===== config.mk =====
export PLATFORM = sky130hd
export DESIGN_NAME = l1_cache
export DESIGN_NICKNAME = d
export VERILOG_FILES = /design/src/rtl/l1_cache.sv
export SDC_FILE = /design/constraint.sdc
export NUM_CORES = 2
export LEC_CHECK = 0
export CAP_MARGIN = 40
export CORE_UTILIZATION = 40
export DETAILED_ROUTE_END_ITERATION = 6
export PLACE_DENSITY = 0.56
export SLEW_MARGIN = 10
export SYNTH_ARGS = -nofsm -noshare
export SYNTH_HDL_FRONTEND = slang
export SYNTH_SLANG_ARGS = --single-unit

===== constraint.sdc =====
create_clock -name clk -period 13.3 [get_ports clk]
set_input_delay 2.66 -clock clk [delete_from_list [all_inputs] [get_ports clk]]
set_output_delay 2.66 -clock clk [all_outputs]
set_load 0.01 [all_outputs]

===== src/rtl/l1_cache.sv =====
// l1_cache: two-way set-associative, write-back, write-allocate unified cache.
// 8 sets x 2 ways x 128-bit lines. CPU side uses 16-bit words with a byte mask;
// memory side moves whole lines.
//
// Ports:
//   clk, reset                 clock and synchronous active-high reset
//   mem_address/read/write     CPU request (held until mem_resp)
//   mem_byte_enable, mem_wdata CPU write byte mask and data
//   mem_rdata, mem_resp        CPU read data and one-cycle completion pulse
//   pmem_address/read/write    line request to physical memory (held until pmem_resp)
//   pmem_wdata, pmem_rdata     victim line out / fill line in
//   pmem_resp                  physical memory completion pulse
module l1_cache (
  input  logic         clk,
  input  logic         reset,
  input  logic [15:0]  mem_address,
  input  logic         mem_read,
  input  logic         mem_write,
  input  logic [1:0]   mem_byte_enable,
  input  logic [15:0]  mem_wdata,
  output logic [15:0]  mem_rdata,
  output logic         mem_resp,
  output logic [15:0]  pmem_address,
  output logic         pmem_read,
  output logic         pmem_write,
  output logic [127:0] pmem_wdata,
  input  logic [127:0] pmem_rdata,
  input  logic         pmem_resp
);

  localparam int unsigned TagW    = 9;
  localparam int unsigned NumSets = 8;

  typedef enum logic [1:0] {StIdle, StWriteback, StFill} state_e;

  state_e state_q, state_d;

  // Per-way arrays; valid/dirty/lru are reset, tag/data are not.
  logic [NumSets-1:0] valid_q [2];
  logic [NumSets-1:0] valid_d [2];
  logic [NumSets-1:0] dirty_q [2];
  logic [NumSets-1:0] dirty_d [2];
  logic [NumSets-1:0] lru_q, lru_d;
  logic [TagW-1:0]    tag_q  [2][NumSets];
  logic [127:0]       data_q [2][NumSets];

  // Victim way and line address are captured at the miss so the writeback and
  // fill stay consistent even if the CPU drops its request.
  logic        victim_q, victim_d;
  logic [11:0] line_addr_q, line_addr_d;

  logic [TagW-1:0] req_tag;
  logic [2:0]      req_idx;
  logic [2:0]      word_sel;
  logic [2:0]      miss_idx;
  logic            req;
  logic            hit0, hit1, hit, hit_way;
  logic            victim_sel;
  logic [127:0]    hit_line, merged_line;

  logic            data_we, tag_we, wr_way;
  logic [2:0]      wr_idx;
  logic [127:0]    wr_line;

  logic unused_addr_bit;
  assign unused_addr_bit = mem_address[0];

  assign req_tag  = mem_address[15:7];
  assign req_idx  = mem_address[6:4];
  assign word_sel = mem_address[3:1];
  assign miss_idx = line_addr_q[2:0];
  assign req      = mem_read | mem_write;

  assign hit0     = valid_q[0][req_idx] && (tag_q[0][req_idx] == req_tag);
  assign hit1     = valid_q[1][req_idx] && (tag_q[1][req_idx] == req_tag);
  assign hit      = hit0 | hit1;
  assign hit_way  = hit1;
  assign hit_line = hit1 ? data_q[1][req_idx] : data_q[0][req_idx];

  // First invalid way (way0 preferred), otherwise the LRU way.
  always_comb begin
    if (!valid_q[0][req_idx])      victim_sel = 1'b0;
    else if (!valid_q[1][req_idx]) victim_sel = 1'b1;
    else                           victim_sel = lru_q[req_idx];
  end

  always_comb begin
    merged_line = hit_line;
    if (mem_byte_enable[0]) merged_line[{word_sel, 4'h0} +: 8] = mem_wdata[7:0];
    if (mem_byte_enable[1]) merged_line[{word_sel, 4'h8} +: 8] = mem_wdata[15:8];
  end

  // ---------------------------------------------------------------------------
  // FSM: state register
  always_ff @(posedge clk) begin
    if (reset) state_q <= StIdle;
    else       state_q <= state_d;
  end

  // FSM: next state
  always_comb begin
    state_d = state_q;
    unique case (state_q)
      StIdle: begin
        if (req && !hit) begin
          state_d = (valid_q[victim_sel][req_idx] && dirty_q[victim_sel][req_idx]) ?
                    StWriteback : StFill;
        end
      end
      StWriteback: if (pmem_resp) state_d = StFill;
      StFill:      if (pmem_resp) state_d = StIdle;
      default:     state_d = StIdle;
    endcase
  end

  // FSM: outputs
  always_comb begin
    mem_resp     = 1'b0;
    pmem_read    = 1'b0;
    pmem_write   = 1'b0;
    pmem_address = 16'h0000;
    mem_rdata    = hit_line[{word_sel, 4'h0} +: 16];
    pmem_wdata   = data_q[victim_q][miss_idx];
    unique case (state_q)
      StIdle: mem_resp = req && hit;
      StWriteback: begin
        pmem_write   = 1'b1;
        pmem_address = {tag_q[victim_q][miss_idx], miss_idx, 4'h0};
      end
      StFill: begin
        pmem_read    = 1'b1;
        pmem_address = {line_addr_q, 4'h0};
      end
      default: ;
    endcase
  end

  // ---------------------------------------------------------------------------
  // Datapath next-state
  always_comb begin
    valid_d     = valid_q;
    dirty_d     = dirty_q;
    lru_d       = lru_q;
    victim_d    = victim_q;
    line_addr_d = line_addr_q;
    data_we     = 1'b0;
    tag_we      = 1'b0;
    wr_way      = hit_way;
    wr_idx      = req_idx;
    wr_line     = merged_line;
    unique case (state_q)
      StIdle: begin
        if (req && hit) begin
          lru_d[req_idx] = ~hit_way;
          // Write wins when read and write are both asserted.
          if (mem_write) begin
            data_we                  = 1'b1;
            dirty_d[hit_way][req_idx] = 1'b1;
          end
        end else if (req) begin
          victim_d    = victim_sel;
          line_addr_d = mem_address[15:4];
        end
      end
      StWriteback: begin
        if (pmem_resp) dirty_d[victim_q][miss_idx] = 1'b0;
      end
      StFill: begin
        if (pmem_resp) begin
          data_we                      = 1'b1;
          tag_we                       = 1'b1;
          wr_way                       = victim_q;
          wr_idx                       = miss_idx;
          wr_line                      = pmem_rdata;
          valid_d[victim_q][miss_idx]  = 1'b1;
          dirty_d[victim_q][miss_idx]  = 1'b0;
        end
      end
      default: ;
    endcase
  end

  always_ff @(posedge clk) begin
    if (reset) begin
      valid_q[0]  <= '0;
      valid_q[1]  <= '0;
      dirty_q[0]  <= '0;
      dirty_q[1]  <= '0;
      lru_q       <= '0;
      victim_q    <= 1'b0;
      line_addr_q <= '0;
    end else begin
      valid_q     <= valid_d;
      dirty_q     <= dirty_d;
      lru_q       <= lru_d;
      victim_q    <= victim_d;
      line_addr_q <= line_addr_d;
    end
  end

  // Arrays are not reset; writes are suppressed while reset is asserted so a
  // fill completing in the reset cycle leaves no trace.
  always_ff @(posedge clk) begin
    if (data_we && !reset) data_q[wr_way][wr_idx] <= wr_line;
    if (tag_we && !reset)  tag_q[wr_way][wr_idx]  <= line_addr_q[11:3];
  end

endmodule


# After elaboration in Yosys (flattened, before gate mapping)
# Memories as Yosys holds them, arrays and structs flattened. A register that Yosys moved wholly into a read port is not among the register bits.
# Index checks and enable logic that the tools add are counted.
# op_classes
addsub	2
order_cmp	13
n_eq_ne	10
shift	5
mux	86
n_bitwise	14
n_reduce_logical	22
# ops
cell	count
2-to-1 mux 128 bit	12
binary-select mux 128 bit (select 3 bit)	3
2-to-1 mux 1024 bit	1
demux 128 bit (select 3 bit)	1
bitwise mux 128 bit	2
variable shift 8 x 9 -> 128 bit, first input constant	2
indexed part select 8 x 9 -> 128 bit	2
indexed part select 128 x 8 -> 16 bit	1
binary-select mux 9 bit (select 3 bit)	3
2-to-1 mux 72 bit	1
2-to-1 mux 8 bit	8
case mux 16 bit (2 select lines)	2
2-to-1 mux 9 bit	7
2-to-1 mux 16 bit	3
OR 16 bit	2
demux 9 bit (select 3 bit)	1
2-to-1 mux 1 bit	24
equality test 9 bit	2
negation 7 -> 9 bit	2
bitwise AND 16 bit	1
demux 8 bit (select 1 bit)	2
inverter 16 bit	1
binary-select mux 1 bit (select 3 bit)	5
greater-or-equal comparator 4 bit, second input constant	3
other kinds (27)	61
# totals
regBits	55
ramBits	2192
inputBits	167
output_inout_bits	163
wordCells	162
memories	2
# memory_table
name	depth	width	rd	rd_clocked_by_memory_dff	write_ports	line	rtl
data_q	2	1024	3	1	1	45	logic [127:0] data_q [2][NumSets];
tag_q	2	72	3	1	1	44	logic [TagW-1:0] tag_q [2][NumSets];

# Depth between registers and ports, before layout
# logic_depth
ltp_word	15
depth_mapped	16
depth_no_buf	10

# Worst setup path before layout
# OpenSTA, ideal clock, no wires.
# synth_path
path_type	input -> register
from	input port mem_address[6]
to	memory data_q[0][768] in the netlist's numbering, enable pin
setup_ns	0.772
t_arrival_ns	13.653
t_required_ns	12.528
path_slack_ns	-1.125
stages	13
path_buffers	4
path_cell_list	buf_4 buf_6 buf_6 buf_4 mux2_1 a221oi_1 o22ai_1 xnor2_1 o2111a_1 nand4_2 nor4_1 o21ai_1 nor3_1
# synth_via
elab_chain_len	13
word_cells_on_any_way	32
classes_between	order compare: 2; eq/ne: 2; mux: 20; bitwise: 3; reduce/logical: 5
# synth_lines
element	line	rtl
start: declaration	16	input logic [15:0] mem_address,
inverter 3 -> 4 bit (implied by the code)	74, 75	
binary-select mux 9 bit (select 3 bit), on equally long branches	74, 75	
2-to-1 mux 9 bit, on equally long branches (2 in a row)	74, 75	
equality test 9 bit, on equally long branches	74, 75	
logical AND 1 bit, on equally long branches	74, 75	
OR 1 bit	76	assign hit = hit0 | hit1;
logical AND 1 bit	153	if (req && hit) begin
2-to-1 mux 1 bit	153	
case mux 1 bit (2 select lines)	151	unique case (state_q)
logical AND 1 bit	204	if (data_we && !reset) data_q[wr_way][wr_idx] <= wr_line;
2-to-1 mux 1 bit	204	
2-to-1 mux 1024 bit (implied by the code)	204	
end: declaration	45	
# Parallel ways exist; a longest one is shown, timed or not. The select of a mux whose other input is x is not followed.

# Worst setup path after layout
# layout_path
from	input port mem_address[4]
to	output port mem_rdata[4]
# layout_via
elab_chain_len	8
word_cells_on_any_way	16
classes_between	eq/ne: 1; shift: 1; mux: 12; bitwise: 1; reduce/logical: 1
# layout_lines
element	line	rtl
inverter 3 -> 4 bit (implied by the code)	75, 78	
binary-select mux 9 bit (select 3 bit)	75	assign hit1 = valid_q[1][req_idx] && (tag_q[1][req_idx] == req_tag);
2-to-1 mux 9 bit (implied by the code) (2 in a row)	75	
equality test 9 bit	75	
logical AND 1 bit	75	
2-to-1 mux 128 bit *	78	assign hit_line = hit1 ? data_q[1][req_idx] : data_q[0][req_idx];
indexed part select 128 x 8 -> 16 bit *	122	mem_rdata = hit_line[{word_sel, 4'h0} +: 16];
end: declaration	21	output logic [15:0] mem_rdata,
# Mark *: on every way between the ends. The rest lies on a longest branch, timed or not. The select of a mux whose other input is x is not followed.

==> results.py <==
metrics = {
    "outcome": {
        "status": "finished with violations",
        "violations": "design-rule violations",
    },
    "floorplan": {
        "initial_core_util": 0.404,
        "core-area_mm2": 0.258,
        "ios": 330,
        "die_width_um": 512,
        "die_area_mm2": 0.262,
        "rows": 186,
        "die_y_um": 512,
    },
    "pwr": {
        "power_frac_seq": 0.467,
        "irDropWorstVdd_uv": 157,
        "pwr-share-comb": 0.144,
        "internal_power_mw": 12.7,
        "p_leak_nw": 38.2,
        "power_switching_mw": 4.56,
        "power_per_cell_area_mw_per_mm2": 142,
        "swShare": 0.264,
        "clkPwrFrac": 0.388,
    },
    "critical_path": {
        "crit_type": "input pin to output pin",
        "critPathMaxStageDelay_ns": 0.82,
        "critical_path_peak_fanout": 43,
        "crit_chain": "clkbuf_8, nor2b_2, buf_4, a221o_1, a22oi_1, xnor2_1, nor4_4, buf_4, buf_4, a21oi_1, o21ai_0, o2111ai_1, nand4_1, clkdlybuf4s50_1",
        "arrival_ns": 9.02,
        "cp_common_cell": "buf_4",
        "path_buf_inv": 5,
        "endpoint_kind": "output pin",
        "slowest_stage": "o21ai_0",
        "cpLargestDelayFamily": "buffers and inverters",
        "critPathRequiredTime_ns": 10.64,
        "setup.worst_path.start_class": "input pin",
    },
    "sta": {
        "relSlewSlack": 0.183,
        "skew_ns": 0.0646,
        "post-route-period-util": 0.878,
        "rsz0062_at_grt": "false",
        "fin_hold_ws_ns": 0.489,
        "fin_crit_ns": 11.68,
        "tightest_slew_ns": 1.23,
        "finalMaxSlewViolations": 0,
        "hold_viol": 0,
        "max_freq_ghz": 0.0856,
        "setup_violations": 0,
    },
    "logic_synthesis": {
        "synthCells": 6837,
        "yosysWarnings": 0,
        "yosysSeqAreaShare": 0.643,
        "syn_avg_cell_area_um2": 15.2,
        "syn_area_mm2": 0.104,
        "ys_seq_elements": 2248,
        "synthArstFlopShare": 0,
        "synth.distinct_cells": 84,
        "yosys_most_used_dff": "edfxtp_1",
        "synth_edf_count": 2192,
    },
    "clocking": {
        "clockBufferDepth": 3,
        "clk_pin_slew_ns": 0.06,
        "root_buffer": "clkbuf_16",
        "cts_resized": 0,
        "cts_buffers": 230,
        "cts_hold_buf": 0,
        "htree_num_levels": 4,
        "cts_tree": "yes",
        "post-cts-setup-buffers": 0,
        "clk_latency_ns": 0.92,
        "clock_sinks": 2248,
    },
    "detailed_routing": {
        "drtPass1Iterations": 7,
        "vias_per_cell": 7.05,
        "drc_errors": 5,
        "antenna_left": 0,
        "finalWirelength_mm": 453,
        "num_vias": 76200,
        "drtIter0Drc": 13900,
        "post_drt_wl_per_cell_um": 41.9,
    },
    "grt": {
        "grt_pass1_vias": 73300,
        "grt_use_total": 0.337,
        "grt_remaining_overflow": 0,
        "grt_pass1_wl_mm": 613,
        "antenna_found_initial": 30,
        "grt_max_degree": 128,
    },
    "run": {
        "maxCapViolations": 0,
    },
    "placed_design": {
        "port_buffers": 324,
        "hpwl_mm": 272,
        "routabilityCongestion": 0.986,
    },
    "layout": {
        "nNetsFinal": 7388,
        "utilization": 0.471,
        "syn_to_final_growth_pct": 16.7,
        "drive_above_1_share": 0.181,
    },
    "worst_hold_path": {
        "hp-class": "flop to flop",
    },
}
cells by family after synthesis:
logic type      Yosys count  synth area share
fa+ha+maj                 9           0.00108
simple gates            916            0.0411
flops                  2248             0.643
buf+inv                 601            0.0236
other cells               1         0.0000360
compound gates         1798             0.123
xor+xnor                 14           0.00118
mux                    1250             0.167
stage by stage:
stage	setup WS [ns]	cells	setup TNS, ns	total power, mW	area (um^2)
floorplan	-1.12	6840	-558.13	9.40	104000
global placement	1.91	10300	0	10.6	112000
detailed placement	1.98	10300	0	10.6	114000
global route	1.71	10800	0	17.6	121000
finish	1.62	10800	0	17.3	121000
CTS	1.98	10800	0	17.2	121000
routing by layer:
metal  share of wire  up-vias  GRT usage
li1                -    29300          -
met3            0.13     1262     0.0941
met4           0.075       18      0.215
met5         0.00024        -          0
met1            0.36    39200      0.441
met2            0.43     6389      0.494
power by group through the flow:
| stage | logic (mW) | clock network, mW | registers [mW] |
|---|---|---|---|
| final | 2.49 | 6.70 | 8.07 |
| after global routing | 2.54 | 6.98 | 8.07 |
| after floorplan | 1.20 | 0 | 8.20 |
| after global placement | 2.34 | 0 | 8.22 |
| after CTS | 2.41 | 6.73 | 8.07 |
| after detailed placement | 2.41 | 0 | 8.22 |
sequential cells by signal (all words and copies together) (netlist names), named ones only:
signal and flops:
data_q 2048, dirty_q 16, line_addr_q 12, lru_q 8, state_q 2, tag_q 144
valid_q 16, victim_q 1
cells in the final DEF (no fill, tap or decap), types with 40 or more instances in the layout:
master,Yosys,final
nor3_1,93,79
o22ai_1,249,249
mux2i_1,725,725
buf_4,15,305
o21ai_1,28,43
clkbuf_16,0,234
buf_12,0,41
a221oi_1,208,208
a22o_1,101,101
nand2_1,323,319
dfxtp_1,56,52
a21oi_1,209,209
clkdlybuf4s50_1,0,321
o21ai_0,167,152
a22oi_1,549,549
clkinv_2,0,42
nand3_1,56,56
nand4_1,111,111
nor2_1,219,195
a31oi_1,69,69
mux4_2,376,376
clkbuf_1,375,40
edfxtp_1,2192,2192
clkinv_1,2,59
mux2_2,131,131
synth_stat cells (9+ instances only):
master     count  area share
buf_4         15      0.0011
a211oi_1      20      0.0014
and3_1        16     0.00096
inv_1         12     0.00043
o21ai_1       28      0.0013
a222oi_1      34      0.0033
nand2b_1      11     0.00066
mux2_2       131       0.014
xnor2_1        9     0.00076
clkbuf_1     375       0.014
nand2_1      323       0.012
nor4_1         9     0.00054
o211ai_1      18      0.0013
o21a_1        19      0.0014
a22oi_1      549       0.040
nand3_1       56      0.0027
a221oi_1     208       0.018
o2111ai_1     12      0.0010
a221o_1       26      0.0025
edfxtp_1    2192        0.63
a21oi_1      209       0.010
mux4_2       376       0.081
o22ai_1      249       0.015
buf_2         59      0.0028
and2_1        15     0.00090
nor3_1        93      0.0045
buf_6          9     0.00097
a22o_1       101      0.0085
mux2_1        18      0.0019
ha_1           9      0.0011
a31oi_1       69      0.0041
a211o_1       18      0.0015
o22a_1        10     0.00084
dfxtp_1       56       0.011
nor2b_1       22      0.0013
buf_1        127      0.0046
nand4_1      111      0.0067
nor2_1       219      0.0079
mux2i_1      725       0.070
o21ai_0      167      0.0080
worst paths after layout:
| check | startpoint | to | slack [ns] | depth (start not counted) |
|---|---|---|---|---|
| max | mem_address[4] | mem_rdata[4] | 1.62 | 14 |
| min | valid_q[4]$_SDFFE_PP0P_ | valid_q[4]$_SDFFE_PP0P_ | 0.49 | 1 |
| max reg2reg | tag_q[1][69]$_DFFE_PP_ | data_q[1][771]$_DFFE_PP_ | 7.69 | 13 |
| min reg2reg | valid_q[4]$_SDFFE_PP0P_ | valid_q[4]$_SDFFE_PP0P_ | 0.49 | 1 |
layout make-up:
cell class                      count  area, um^2
Tap cell                         3384        4230
Multi-Input combinational cell   3991       35200
Clock buffer                      275        6020
Clock inverter                    155        1680
Timing Repair Buffer              726        7310
Inverter                           15        58.8
Fill cell                       22100      136000
Antenna cell                       15        37.5
Sequential cell                  2248       67000
(Power assumes the default switching activity.)
